===== src/rtl/keyed_stage_fsm.sv =====
// Key-locked multi-stage sequence controller with a shadow path and a trap on repeated wrong keys.
// Optional: define KEYED_FSM_RELOCK_EN so a correct key at the lock point clears the wrong-visit count.
module keyed_stage_fsm #(
    parameter int                NUM_STAGES = 8,
    parameter int                KEY_W      = 4,
    parameter logic [KEY_W-1:0]  KEY_VALUE  = 4'hA,
    parameter int                LOCK_STAGE = 3,
    parameter int                TRAP_LIMIT = 5,
    parameter int                CNT_W      = 8,
    localparam int               IDX_W      = $clog2(NUM_STAGES)
) (
    input  logic                  clk,
    input  logic                  rst,
    input  logic                  start,
    input  logic                  advance,
    input  logic                  abort,
    input  logic [KEY_W-1:0]      key,
    output logic [NUM_STAGES-1:0] stage_onehot,
    output logic [IDX_W-1:0]      stage_idx,
    output logic                  busy,
    output logic                  done,
    output logic [CNT_W-1:0]      pass_cnt
);

    typedef enum logic [2:0] {
        S_IDLE,
        S_STAGE,
        S_SHADOW,
        S_TRAP,
        S_DONE
    } state_t;

    localparam logic [IDX_W-1:0] PRE_IDX  = IDX_W'(LOCK_STAGE - 1);
    localparam logic [IDX_W-1:0] LOCK_IDX = IDX_W'(LOCK_STAGE);
    localparam logic [IDX_W-1:0] LAST_IDX = IDX_W'(NUM_STAGES - 1);
    localparam logic [IDX_W-1:0] SUCC_IDX = IDX_W'(LOCK_STAGE + 1);
    localparam logic [7:0]       TRAP_LIM = 8'(TRAP_LIMIT);
    localparam bit               LOCK_IS_LAST = (LOCK_STAGE == NUM_STAGES - 1);

    state_t           state_q, state_d;
    logic [IDX_W-1:0] stage_q, stage_d;
    logic [7:0]       wrong_q, wrong_d;
    logic [CNT_W-1:0] pass_q,  pass_d;
    logic [7:0]       wrong_inc;

    always_ff @(posedge clk or posedge rst) begin
        if (rst) begin
            state_q <= S_IDLE;
            stage_q <= '0;
            wrong_q <= '0;
            pass_q  <= '0;
        end else begin
            state_q <= state_d;
            stage_q <= stage_d;
            wrong_q <= wrong_d;
            pass_q  <= pass_d;
        end
    end

    assign wrong_inc = (wrong_q == 8'hFF) ? 8'hFF : wrong_q + 8'd1;

    always_comb begin
        state_d      = state_q;
        stage_d      = stage_q;
        wrong_d      = wrong_q;
        pass_d       = pass_q;
        stage_onehot = '0;
        stage_idx    = '0;
        busy         = 1'b0;
        done         = 1'b0;
        case (state_q)
            S_IDLE: begin
                if (start) begin
                    state_d = S_STAGE;
                    stage_d = '0;
                end
            end
            S_STAGE: begin
                stage_onehot = NUM_STAGES'(1) << stage_q;
                stage_idx    = stage_q;
                busy         = 1'b1;
                if (abort) begin
                    state_d = S_IDLE;
                end else if (advance) begin
                    if (stage_q == PRE_IDX) begin
                        if (key == KEY_VALUE) begin
                            stage_d = LOCK_IDX;
`ifdef KEYED_FSM_RELOCK_EN
                            wrong_d = '0;
`endif
                        end else begin
                            state_d = S_SHADOW;
                        end
                    end else if (stage_q == LAST_IDX) begin
                        state_d = S_DONE;
                    end else begin
                        stage_d = stage_q + IDX_W'(1);
                    end
                end
            end
            S_SHADOW: begin
                // Indistinguishable from the genuine lock stage on every output.
                stage_onehot = NUM_STAGES'(1) << LOCK_IDX;
                stage_idx    = LOCK_IDX;
                busy         = 1'b1;
                if (abort) begin
                    state_d = S_IDLE;
                end else if (advance) begin
                    wrong_d = wrong_inc;
                    if (wrong_inc < TRAP_LIM) begin
                        if (LOCK_IS_LAST) begin
                            state_d = S_DONE;
                        end else begin
                            state_d = S_STAGE;
                            stage_d = SUCC_IDX;
                        end
                    end else begin
                        state_d = S_TRAP;
                    end
                end
            end
            S_TRAP: begin
                stage_onehot = NUM_STAGES'(1);
                busy         = 1'b1;
                if (abort) state_d = S_IDLE;
            end
            S_DONE: begin
                done    = 1'b1;
                pass_d  = pass_q + CNT_W'(1);
                state_d = S_IDLE;
            end
            default: state_d = S_IDLE;
        endcase
    end

    assign pass_cnt = pass_q;

endmodule


===== config.mk =====
export PLATFORM = sky130hd
export DESIGN_NAME = keyed_stage_fsm
export DESIGN_NICKNAME = d
export VERILOG_FILES = /design/src/rtl/keyed_stage_fsm.sv
export SDC_FILE = /design/constraint.sdc
export NUM_CORES = 1
export LEC_CHECK = 0
export CAP_MARGIN = 20
export CORE_MARGIN = 2
export CORE_UTILIZATION = 55
export CTS_CLUSTER_DIAMETER = 120
export DETAILED_ROUTE_END_ITERATION = 16
export PLACE_DENSITY = 0.88
export SYNTH_ARGS = -nofsm -noshare
export SYNTH_HDL_FRONTEND = slang
export SYNTH_SLANG_ARGS = --single-unit

===== constraint.sdc =====
create_clock -name clk -period 4.11 [get_ports clk]
set_input_delay 0.411 -clock clk [delete_from_list [all_inputs] [get_ports clk]]
set_output_delay 0.411 -clock clk [all_outputs]
set_load 0.05 [all_outputs]

Yosys cells after proc, flatten, opt, wreduce, memory -nomap -nowiden

Cells that the tools add are included.

Add/sub/neg operators: 3
Magnitude comparators: 1
Equal/unequal tests: 21
Shifts and indexed selects: 1
Multiplexer cells: 26
Bitwise logic cells: 1
Reduce and logical (&&, ||, !) cells: 6

Operator list:

| kind                                                       | number |
|---|---|
| 2-to-1 mux 3 bit                                           | 18 |
| one-hot mux 8 bit (3 select lines)                         | 1 |
| adder 8 x 1 -> 8 bit, second input constant                | 2 |
| inequality test 2 bit, second input constant               | 7 |
| inequality test 3 bit, second input constant               | 4 |
| one-hot mux 3 bit (4 select lines)                         | 1 |
| == test 3 x 2 -> 1 bit, second input constant              | 3 |
| one-hot mux 3 bit (3 select lines)                         | 1 |
| AND reduction 9 bit                                        | 1 |
| == test 8 bit, second input constant                       | 1 |
| less-than comparator 8 x 3 -> 1 bit, second input constant | 1 |
| 2-to-1 mux 8 bit                                           | 1 |
| inequality test 4 bit, second input constant               | 2 |
| << shifter 1 x 3 -> 8 bit, first input constant            | 1 |
| == test 3 bit, second input constant                       | 2 |
| one-hot mux 3 bit (2 select lines)                         | 1 |
| AND reduction 6 bit                                        | 1 |
| == test 4 bit, second input constant                       | 1 |
| adder 3 x 1 -> 3 bit, second input constant                | 1 |
| == test 3 x 1 -> 1 bit, second input constant              | 1 |
| zero test 3 bit                                            | 1 |
| AND reduction 3 bit                                        | 1 |
| nonzero test 3 bit                                         | 1 |
| OR reduction 3 bit                                         | 1 |
| other kinds (3)                                            | 4 |

Bits in registers: 22
Bits of input ports: 9
Output and inout port bits: 21
Word-level logic and storage cells: 63

Depth between registers and ports, before layout

Depth in word-level cells: 7
Mapped depth: 7

Least setup slack after synthesis

Ideal clock, no wire load.

Kind: flip-flop to output port
From: register state_q[2]
To: output port stage_onehot[4]
Arrival time: 2.468 ns
Data required time: 3.699 ns
Path slack: 1.231 ns
Stages on the path, launching flop included: 5
Path buffers: 1
Cell sequence: dfrtp_1 > clkbuf_1 > nand2b_1 > nor3_1 > and2_1

Word-level cells in the longest chain between the ends: 2
Elaborated cells on any way between the ends: 4
Classes of those cells: eq/ne (3); mux (1)

Ends and longest elaborated chain:

| element                                                          | RTL line | source |
|---|---|---|
| start, declared                                                  | 40       | `state_t state_q, state_d;` |
| start signal, assigned                                           | 53       | `state_q <= state_d;` |
| == test 3 x 2 -> 1 bit or == test 3 x 1 -> 1 bit (tied branches) | 71       | `case (state_q)` |
| one-hot mux 8 bit (3 select lines) (*)                           | 71       |  |
| end, declared                                                    | 18       | `output logic [NUM_STAGES-1:0] stage_onehot,` |

Every way passes the cells marked *; elsewhere a longest branch is shown, timed or not.

Final worst setup path

From: register state_q[1]
To: output port stage_idx[1]

Word-level cells in the longest chain between the ends: 2
Elaborated cells on any way between the ends: 3
Classes of those cells: eq/ne (2); mux (1)

Ends and longest elaborated chain:

| element                                                          | RTL line | source |
|---|---|---|
| == test 3 x 2 -> 1 bit or == test 3 x 1 -> 1 bit (tied branches) | 71       |  |
| one-hot mux 3 bit (2 select lines) (*)                           | 71       |  |
| end, declared                                                    | 19       | `output logic [IDX_W-1:0] stage_idx,` |

Marked as above.

==> metrics.md <==
| Metric | Value |
|---|---|
| Fmax | `0.3463 GHz` |
| Leak | `0.8227 nW` |
| Post-synth top flop | `dfrtp_1` |
| Max Cap Viol | `0` |
| Area of the multi-input gates | `roughly 880 sq um` |
| Yosys cell types | `46` |
| CTS Buf Count | `3` |
| Dpl cells | `216` |
| Die area | `3122 sq um` |
| Setup CP Type | `register to output port` |
| Sw Ratio | `about 42%` |
| Clock Pin Slew Worst Setup and Hold Paths | `0.12 ns` |
| Worst IR drop on VDD | `0.4128 mV` |
| Count of final hold-check violations | `0` |
| Rows | `18` |
| Psw | `0.3862 mW` |
| I/O pin cnt | `30` |
| CP Capture Type | `output port` |
| Layout filler cell count | `201` |
| Post-Route WL | `3252 um` |
| Clk sinks | `22` |
| Cell Count, Final, Fillers Out | `220` |
| Final clock skew | `0.003840 ns` |
| Worst hold path type | `register to register` |
| Synth Cell Area | `1480 sq um` |
| Hold-fix buffers, CTS | `0` |
| Critical path launch point type | `register` |
| Setup bufs post-CTS | `0` |
| Worst-Skew Late Latency | `0.31 ns` |
| Routability Congestion | `0.8482` |
| DPL Wire Length | `roughly 2500 um` |
| Grt ovf | `0` |
| Pin count of the biggest net entering global routing | `23` |
| Routed WL per cell | `14.78 um` |
| Drt first pass iters | `4` |
| Worst EP arrival | `2.48 ns` |
| Seq/Total Area, Yosys | `between 30% and 40%` |
| Post_cts resized | `0` |
| Antenna violations before repair | `0` |
| GR Util All Layers | `21.74%` |
| Synth Area per Inst | `9.081 sq um` |
| Worst EP required | `3.70 ns` |
| Layout cells sized above 1 | `6.842%` |
| Asr flop ratio synth | `100.0%` |
| Normalized max-slew margin | `44.91%` |
| PortBufs | `29` |
| Most common cell after layout, fill and taps aside | `clkdlybuf4s50_1` |
| First-pass GRT wire length | `5485 um` |
| Clk root buf | `clkbuf_4` |
| Crit share post-route | `70.26%` |
| Core ar. | `2522 sq um` |
| Internal power | `0.5237 mW` |
| Synth Instances | `163` |
| Most frequent cells in the layout | `29 x clkdlybuf4s50_1, 22 x dfrtp_1, 15 x nor2_1, 13 x nand2_1, 10 x a21oi_1` |
| 1st-iter DRT viols | `41` |
| Reg-to-reg slack, setup | `1.96 ns` |
| Logic pwr share | `approximately half` |
| Die Wd | `about 56 um` |
| Post-synth EDFFs | `0` |
| Vias | `1289` |
| Min cycle time layout | `approximately 2.9 ns` |
| Yosys reg bits | `22` |
| Post-Route Setup TNS | `0 ns` |
| CP Max Fanout | `14` |
| Clock Power Share | `approximately 18%` |
| CTS tree | `done` |
| Layout overhead on the synthesized area | `23.84%` |
| DRC Markers | `0` |
| Initial Utilization | `58.68%` |
| Part of the power in registers | `32.4%` |
| Post-DRT Antenna Nets | `0` |
| Synth warn | `0` |
| Pwr dens | `496.4 nW/um^2` |
| Clock buffer depth | `2` |
| Dpl cell area | `1780 sq um` |
| Register Area | `550.5 sq um` |
| Finished Cell Area | `approximately 1800 sq um` |
| Status | `finished clean` |
| Post-layout net count | `209` |
| H-tree level count | `1` |
| Worst slew pin tran | `0.8255 ns` |
| Via/cell ratio | `~5.9` |
| Die Ht | `approximately 56 um` |
| Final Max Slew Viols | `0` |
| RSZ-0062 raised after global routing | `false` |
| Final setup violation count | `0` |
| Syn nets | `181` |
| Vias in the first global route | `1181` |
| Antenna diodes | `0` |
-- Yosys cell counts (3+ instances only) --
library cell | n | share of area (%)
mux2_2 | 3 | 2.3
nor2_1 | 15 | 3.8
ha_1 | 9 | 7.6
nor2b_1 | 5 | 2.1
mux2_1 | 3 | 2.3
a21oi_1 | 10 | 3.4
nand2b_1 | 4 | 1.7
nor3_1 | 5 | 1.7
o21ai_0 | 3 | 1.0
a31oi_1 | 4 | 1.7
and2_1 | 4 | 1.7
and3_1 | 4 | 1.7
inv_1 | 6 | 1.5
dfrtp_1 | 22 | 37
a211oi_1 | 5 | 2.5
xnor2_1 | 3 | 1.8
xor2_1 | 4 | 2.4
nand2_1 | 13 | 3.3
clkbuf_1 | 4 | 1.0
nand3_1 | 7 | 2.4
-- power by group through the flow --
stage	Sequential, mW	Clock [mW]	Combinational [mW]
global placement	0.296	0	0.433
global route	0.302	0.178	0.488
floorplan	0.284	0	0.343
CTS	0.294	0.171	0.451
detailed placement	0.299	0	0.450
finish	0.295	0.166	0.449
-- critical path, stage by stage (launching register included) --
cell             delay, ns
dfrtp_1               0.60
or2b_4                0.35
nor2_1                0.25
a21o_1                0.13
clkdlybuf4s50_1       0.83
-- layer usage --
metal,part of all wire (%),vias up,GRT usage (%)
met5,0,-,0
met4,1.4,0,6.122
met3,3.9,4,3.721
met2,49,34,37.41
met1,45,612,28.19
li1,-,639,-
-- cell families after synthesis --
| kind of cell | after synthesis | share of synthesized area [%] |
|---|---|---|
| DFF | 22 | 37.19 |
| buffers and inverters | 12 | 3.381 |
| muxes | 6 | 4.564 |
| and+or+nand+nor | 72 | 27.81 |
| adders and majority gates | 9 | 7.608 |
| AOI/OAI and AO/OA | 35 | 15.30 |
| xor gates and xnor gates | 7 | 4.142 |
-- area by class of cell --
| class | instances | area share, % |
|---|---|---|
| clock buffers | 3 | 1.229 |
| clock inverters | 1 | 1.638 |
| inverters | 6 | 1.229 |
| well taps | 30 | 2.048 |
| repair buffers | 29 | 15.84 |
| multi-input cells | 129 | 47.99 |
| flip-flops and latches | 22 | 30.03 |
-- state kept, by name, indices dropped and copies added, names as in the netlist --
name      flops
pass_cnt      8
wrong_q       8
stage_q       3
state_q       3
-- final timing paths --
path / from / end / cells after the start
worst max-delay path: state_q[1]$_DFFE_PP0P_ / stage_idx[1] / 4
worst min-delay path: pass_cnt[7]$_DFFE_PP0P_ / pass_cnt[7]$_DFFE_PP0P_ / 1
worst max register to register: stage_q[0]$_DFFE_PP0P_ / stage_q[2]$_DFFE_PP0P_ / 6
worst min register to register: pass_cnt[7]$_DFFE_PP0P_ / pass_cnt[7]$_DFFE_PP0P_ / 1
max in group asynchronous: rst / wrong_q[2]$_DFFE_PP0P_ / 2
min in group asynchronous: rst / pass_cnt[5]$_DFFE_PP0P_ / 2
-- metrics by stage --
stage	power, mW	util [%]	worst slack [ns]	hold WS, ns
floorplan	0.6269	-	1.231	0.4002
global placement	0.7283	70.59	1.672	0.4598
detailed placement	0.7485	70.59	1.590	0.4622
CTS	0.9166	72.67	1.225	0.4844
global route	0.9679	72.67	1.098	0.5010
finish	0.9099	72.67	1.223	0.4807
Power figures use the tool's default switching activity.
